<file path="src/rtl/microseq_controller.sv">
// Micro-program sequencer: owns the control-store address (upc), picks the next
// address from increment/jump/map/return stack, and runs an IDLE->RUN->DONE handshake.
module microseq_controller #(
  parameter int              ADDR_W      = 16,
  parameter int              JUMP_W      = 7,
  parameter logic [ADDR_W-1:0] START_ADDR = 16'd1,
  parameter int              STACK_DEPTH = 4
) (
  input  logic              clk,
  input  logic              rst,
  input  logic              start,
  input  logic              stall,
  input  logic [2:0]        seq_op,
  input  logic [JUMP_W-1:0] jump_addr,
  input  logic [ADDR_W-1:0] map_addr,
  input  logic              z_flag,
  output logic [ADDR_W-1:0] upc,
  output logic [1:0]        nxt_sel,
  output logic              busy,
  output logic              done,
  output logic              err
);

  localparam int PTR_W = $clog2(STACK_DEPTH);
  localparam int SP_W  = PTR_W + 1;

  localparam logic [1:0] IDLE = 2'd0;
  localparam logic [1:0] RUN  = 2'd1;
  localparam logic [1:0] DONE = 2'd2;

  localparam logic [2:0] OP_INC  = 3'd0;
  localparam logic [2:0] OP_JMP  = 3'd1;
  localparam logic [2:0] OP_MAP  = 3'd2;
  localparam logic [2:0] OP_BRZ  = 3'd3;
  localparam logic [2:0] OP_BRNZ = 3'd4;
  localparam logic [2:0] OP_CALL = 3'd5;
  localparam logic [2:0] OP_RET  = 3'd6;
  localparam logic [2:0] OP_HALT = 3'd7;

  localparam logic [1:0] SEL_INC   = 2'd0;
  localparam logic [1:0] SEL_JMP   = 2'd1;
  localparam logic [1:0] SEL_MAP   = 2'd2;
  localparam logic [1:0] SEL_STACK = 2'd3;

  logic [1:0]        state, state_nxt;
  logic [ADDR_W-1:0] upc_nxt;
  logic [SP_W-1:0]   sp, sp_nxt;
  logic              err_nxt;
  logic              push;
  logic [ADDR_W-1:0] stack [STACK_DEPTH];

  logic [ADDR_W-1:0] upc_inc;
  logic [ADDR_W-1:0] jump_ext;
  logic [PTR_W-1:0]  push_idx;
  logic [PTR_W-1:0]  top_idx;
  logic              stack_full;
  logic              stack_empty;

  assign upc_inc     = upc + ADDR_W'(1);
  assign jump_ext    = {{(ADDR_W-JUMP_W){1'b0}}, jump_addr};
  assign push_idx    = PTR_W'(sp);
  assign top_idx     = PTR_W'(sp - SP_W'(1));
  assign stack_full  = (sp == SP_W'(STACK_DEPTH));
  assign stack_empty = (sp == '0);

  assign busy = (state == RUN);
  assign done = (state == DONE);

  always_comb begin
    state_nxt = state;
    upc_nxt   = upc;
    sp_nxt    = sp;
    err_nxt   = err;
    nxt_sel   = SEL_INC;
    push      = 1'b0;
    case (state)
      IDLE: begin
        upc_nxt = START_ADDR;
        if (start) begin
          state_nxt = RUN;
          err_nxt   = 1'b0;
        end
      end
      RUN: begin
        if (!stall) begin
          case (seq_op)
            OP_INC: upc_nxt = upc_inc;
            OP_JMP: begin
              upc_nxt = jump_ext;
              nxt_sel = SEL_JMP;
            end
            OP_MAP: begin
              upc_nxt = map_addr;
              nxt_sel = SEL_MAP;
            end
            OP_BRZ, OP_BRNZ: begin
              // BRZ takes the jump on z=1, BRNZ on z=0
              if (z_flag == (seq_op == OP_BRZ)) begin
                upc_nxt = jump_ext;
                nxt_sel = SEL_JMP;
              end else begin
                upc_nxt = upc_inc;
              end
            end
            OP_CALL: begin
              if (stack_full) begin
                err_nxt   = 1'b1;
                state_nxt = DONE;
              end else begin
                push    = 1'b1;
                sp_nxt  = sp + SP_W'(1);
                upc_nxt = jump_ext;
                nxt_sel = SEL_JMP;
              end
            end
            OP_RET: begin
              if (stack_empty) begin
                err_nxt   = 1'b1;
                state_nxt = DONE;
              end else begin
                sp_nxt  = sp - SP_W'(1);
                upc_nxt = stack[top_idx];
                nxt_sel = SEL_STACK;
              end
            end
            OP_HALT: state_nxt = DONE;
            default: state_nxt = DONE;
          endcase
        end
      end
      DONE: begin
        state_nxt = IDLE;
        upc_nxt   = START_ADDR;
      end
      default: begin
        state_nxt = IDLE;
        upc_nxt   = START_ADDR;
      end
    endcase
  end

  always_ff @(posedge clk) begin
    if (rst) begin
      state <= IDLE;
      upc   <= START_ADDR;
      sp    <= '0;
      err   <= 1'b0;
    end else begin
      state <= state_nxt;
      upc   <= upc_nxt;
      sp    <= sp_nxt;
      err   <= err_nxt;
    end
  end

  // Stack contents are not reset; clearing sp is enough to discard them.
  always_ff @(posedge clk) begin
    if (push) begin
      stack[push_idx] <= upc_inc;
    end
  end

endmodule
</file>
<file path="config.mk">
export PLATFORM = sky130hd
export DESIGN_NAME = microseq_controller
export DESIGN_NICKNAME = d
export VERILOG_FILES = /design/src/rtl/microseq_controller.sv
export SDC_FILE = /design/constraint.sdc
export NUM_CORES = 1
export LEC_CHECK = 0
export CAP_MARGIN = 20
export CORE_AREA = 2 2 92 94
export DETAILED_ROUTE_END_ITERATION = 10
export DIE_AREA = 0 0 94 96
export PLACE_DENSITY = 0.78
export SLEW_MARGIN = 20
export SYNTH_ARGS = -nofsm -noshare
export SYNTH_HDL_FRONTEND = slang
export SYNTH_SLANG_ARGS = --single-unit
export TNS_END_PERCENT = 30
</file>
<file path="constraint.sdc">
create_clock -name clk -period 3.2 [get_ports clk]
set_input_delay 0.8 -clock clk [delete_from_list [all_inputs] [get_ports clk]]
set_output_delay 0.8 -clock clk [all_outputs]
set_load 0.01 [all_outputs]
</file>
==> impl_metrics.py, run 1 <==
metrics = {
    "logic_synthesis": {
        "yosysWarnings": 0,
        "netlist_instances": 350,
        "syn_avg_cell_area_um2": 12.4,
        "synth_top_area_share_pct": 44.2,
        "netlist.top_cell.by_area": "edfxtp_1",
        "synth-edff-count": 64,
        "synth_area_leaders": "edfxtp_1 44%, dfxtp_1 10%, mux4_2 4.7%, mux2i_1 3.2%, xnor2_1 2.2%",
        "async_reset_ff_share_pct": 0,
        "yosysSeqAreaShare_pct": 54.3,
        "ys_ff_latch": 86,
        "syn_nets": 387,
        "synth_ff_type": "edfxtp_1",
        "netlist_area_um2": 4350,
        "synth.distinct_cells": 61,
    },
    "setup_path": {
        "critical_path.startpoint": "stall",
        "crit_fanout": 3,
        "reg2reg_to": "upc[11]",
        "worstSetupPathType": "input port to output port",
        "cp.required_ns": 2.40,
        "critical_path_arrival_ns": 2.26,
        "ff2ff_path_depth": 7,
        "rrSetupSlack_ns": 0.86,
        "end_kind": "output port",
        "r2r-start": "sp[1]",
        "worstSetupStartpointType": "input port",
    },
    "timing": {
        "drv_slew": 0,
        "rsz0062_at_grt": "no",
        "setup_viol": 0,
        "max_freq_ghz": 0.326,
        "hold_viol": 0,
        "clock_skew_ns": 0.0160,
        "setup_tns_ns": 0,
        "worst_pin_slew_ns": 0.636,
        "finalCriticalPeriod_ns": 3.06,
        "slew-limit-headroom_pct": 57.5,
        "finalCritPeriodShare_pct": 95.7,
    },
    "power_and_ir_drop": {
        "ir_drop_uv": 348,
        "p_leak_uw": 0.00182,
        "power.density_nw_per_um2": 417,
    },
    "finish": {
        "antenna_cells": 0,
        "fin_nets": 459,
        "fillCellCount": 618,
        "ff_latch_area_um2": 2360,
        "final_common_cell": "edfxtp_1",
        "post-route-cell-area_um2": 5270,
        "final_cell_mix": "64 x edfxtp_1, 49 x clkdlybuf4s50_1, 30 x buf_4, 22 x dfxtp_1, 21 x nand2_1",
        "area_growth_pct": 21.2,
        "multi_input_area_um2": 1800,
        "drive_gt1_share_pct": 17.6,
    },
    "placement": {
        "io_buffers": 51,
        "place_hpwl_mm": 7.44,
        "dpl_cell_area_um2": 5060,
        "gp_congestion": 0.873,
    },
    "global_routing": {
        "grt_pass1_wl_mm": 16.8,
        "grt_start_max_net_pins": 17,
        "grt_overflow": 0,
        "grt_usage_pct": 25.4,
        "first_global_vias": 3130,
        "antenna_found_initial": 0,
    },
    "routing": {
        "ant_nets": 0,
        "top_layer_used": "met4",
        "wl_met1_mm": 4.71,
        "dr.pass1.iters": 5,
        "wl_met3_um": 772,
        "drc": 0,
        "wl_met2_mm": 5.16,
        "routed_wl_mm": 10.9,
        "via_count": 3190,
        "routedWlPerCell_um": 20.5,
        "vias_per_cell": 6.00,
        "drt_first_iter_violations": 202,
    },
    "clocking": {
        "insertion_delay_ns": 0.36,
        "h-tree-depth": 3,
        "cts-root-buf": "clkbuf_8",
        "cts.clk_slew.worst_paths_ns": 0.09,
        "cts.sinks": 86,
        "clk_path_buf_depth": 2,
        "cts_made_buffers": 9,
        "tritoncts": "yes",
        "postCtsSetupBuffers": 0,
        "cts-resized-gates": 0,
        "cts_hold_buf": 0,
    },
    "die": {
        "die-area_um2": 9020,
        "ios": 52,
        "core_um2": 8050,
        "die_h_um": 96,
        "num_rows": 33,
        "start_util_pct": 54.0,
        "fp.dieW_um": 94,
    },
    "outcome": {
        "status": "finished, final reports clean",
    },
    "worst_hold_path": {
        "hold_end": "err",
        "hold_class": "flip-flop to flip-flop",
        "min-delay-start": "err",
        "whs_path_depth": 2,
    },
    "job": {
        "maxCapViolCount": 0,
    },
}
==> cell families (layout without fill, tap and decap cells) <==
logic type | after synthesis | in the layout | synth area share, %
fa+ha+maj | 6 | 6 | 1.73
compound gates | 82 | 82 | 13.6
simple gates | 109 | 109 | 14.5
xor+xnor | 16 | 16 | 3.22
flops | 86 | 86 | 54.3
mux | 24 | 24 | 8.49
buf+inv | 27 | 104 | 4.20
==> worst max path at each step <==
stage	endpoint	slack [ns]	depth (start not counted)
final	nxt_sel[1]	0.14	5
after detailed placement	nxt_sel[0]	0.03	7
after global placement	nxt_sel[0]	0.05	7
after floorplan	nxt_sel[0]	0.84	8
after CTS	nxt_sel[0]	0.01	7
after global routing	nxt_sel[1]	0.09	5
==> power breakdown <==
group	leakage [uW]	internal [uW]	switching [uW]
sequential	0.000803	1190	10.6
combinational	0.000918	117	125
clock	0.000101	340	410
==> final cells by class <==
class | count | share of cell area (%)
timing repair buffer | 81 | 14.1
inverter | 7 | 0.499
multi-input combinational | 237 | 34.2
clock buffer | 10 | 2.83
clock inverter | 6 | 1.05
tap | 105 | 2.49
sequential | 86 | 44.8
==> routing by layer <==
layer | track usage (%) | vias to the layer above
met5 | 0 | -
li1 | - | 1497
met2 | 41.0 | 163
met4 | 9.54 | 0
met3 | 5.48 | 23
met1 | 33.9 | 1507
==> registers in the layout, summed over array words and instances, names as in the netlist <==
register	cells
stack	64
state	2
err	1
upc	16
sp	3
==> worst max-delay path: stages <==
cell             delay, ns
clkdlybuf4s50_1       0.47
nor3b_4               0.25
o21ai_0               0.12
nor2_1                0.09
clkdlybuf4s50_1       0.53
==> cells in the mapped netlist, types with 2 or more instances <==
cell type / number
xnor2_1: 11
buf_2: 11
nand4_1: 4
and2_1: 7
edfxtp_1: 64
nor3_1: 11
o21ai_1: 2
o21ai_0: 16
a31oi_1: 4
dfxtp_1: 22
xor2_1: 5
nor2b_1: 5
a22oi_1: 5
nand2b_1: 5
a22o_1: 2
a2111oi_2: 3
nor2_1: 15
mux2i_1: 14
and4_1: 3
ha_1: 6
or2_2: 2
nand2_1: 21
nand3_1: 16
a21oi_1: 13
inv_1: 7
nor4_2: 2
nor3b_2: 2
buf_6: 3
a211oi_1: 5
buf_4: 4
a221oi_1: 6
o22ai_1: 11
and3_1: 4
o21a_1: 3
mux4_2: 9
nor3_2: 2
==> metrics by stage <==
stage               utilization, %  cells  worst slack [ns]  hold WS [ns]  total power [uW]
finish                        65.4    532             0.137         0.462              2200
global route                  65.4    532            0.0947         0.491              2280
CTS                           65.4    532            0.0137         0.469              2210
detailed placement            62.8    516            0.0315         0.456              1470
global placement              62.8    516            0.0452         0.447              1460
floorplan                        -    350             0.840         0.474              1370
(Power assumes the default switching activity.)
==> run 2, diff against run 1 <==
--- a/config.mk
+++ b/config.mk
@@ -7,6 +7,7 @@
 export LEC_CHECK = 0
 export CAP_MARGIN = 20
 export CORE_AREA = 2 2 92 94
+export CTS_CLUSTER_SIZE = 25
 export DETAILED_ROUTE_END_ITERATION = 10
 export DIE_AREA = 0 0 94 96
 export PLACE_DENSITY = 0.78
==> results of run 2 <==
No change in the layout: final DEF, timing and power equal those of run 1.
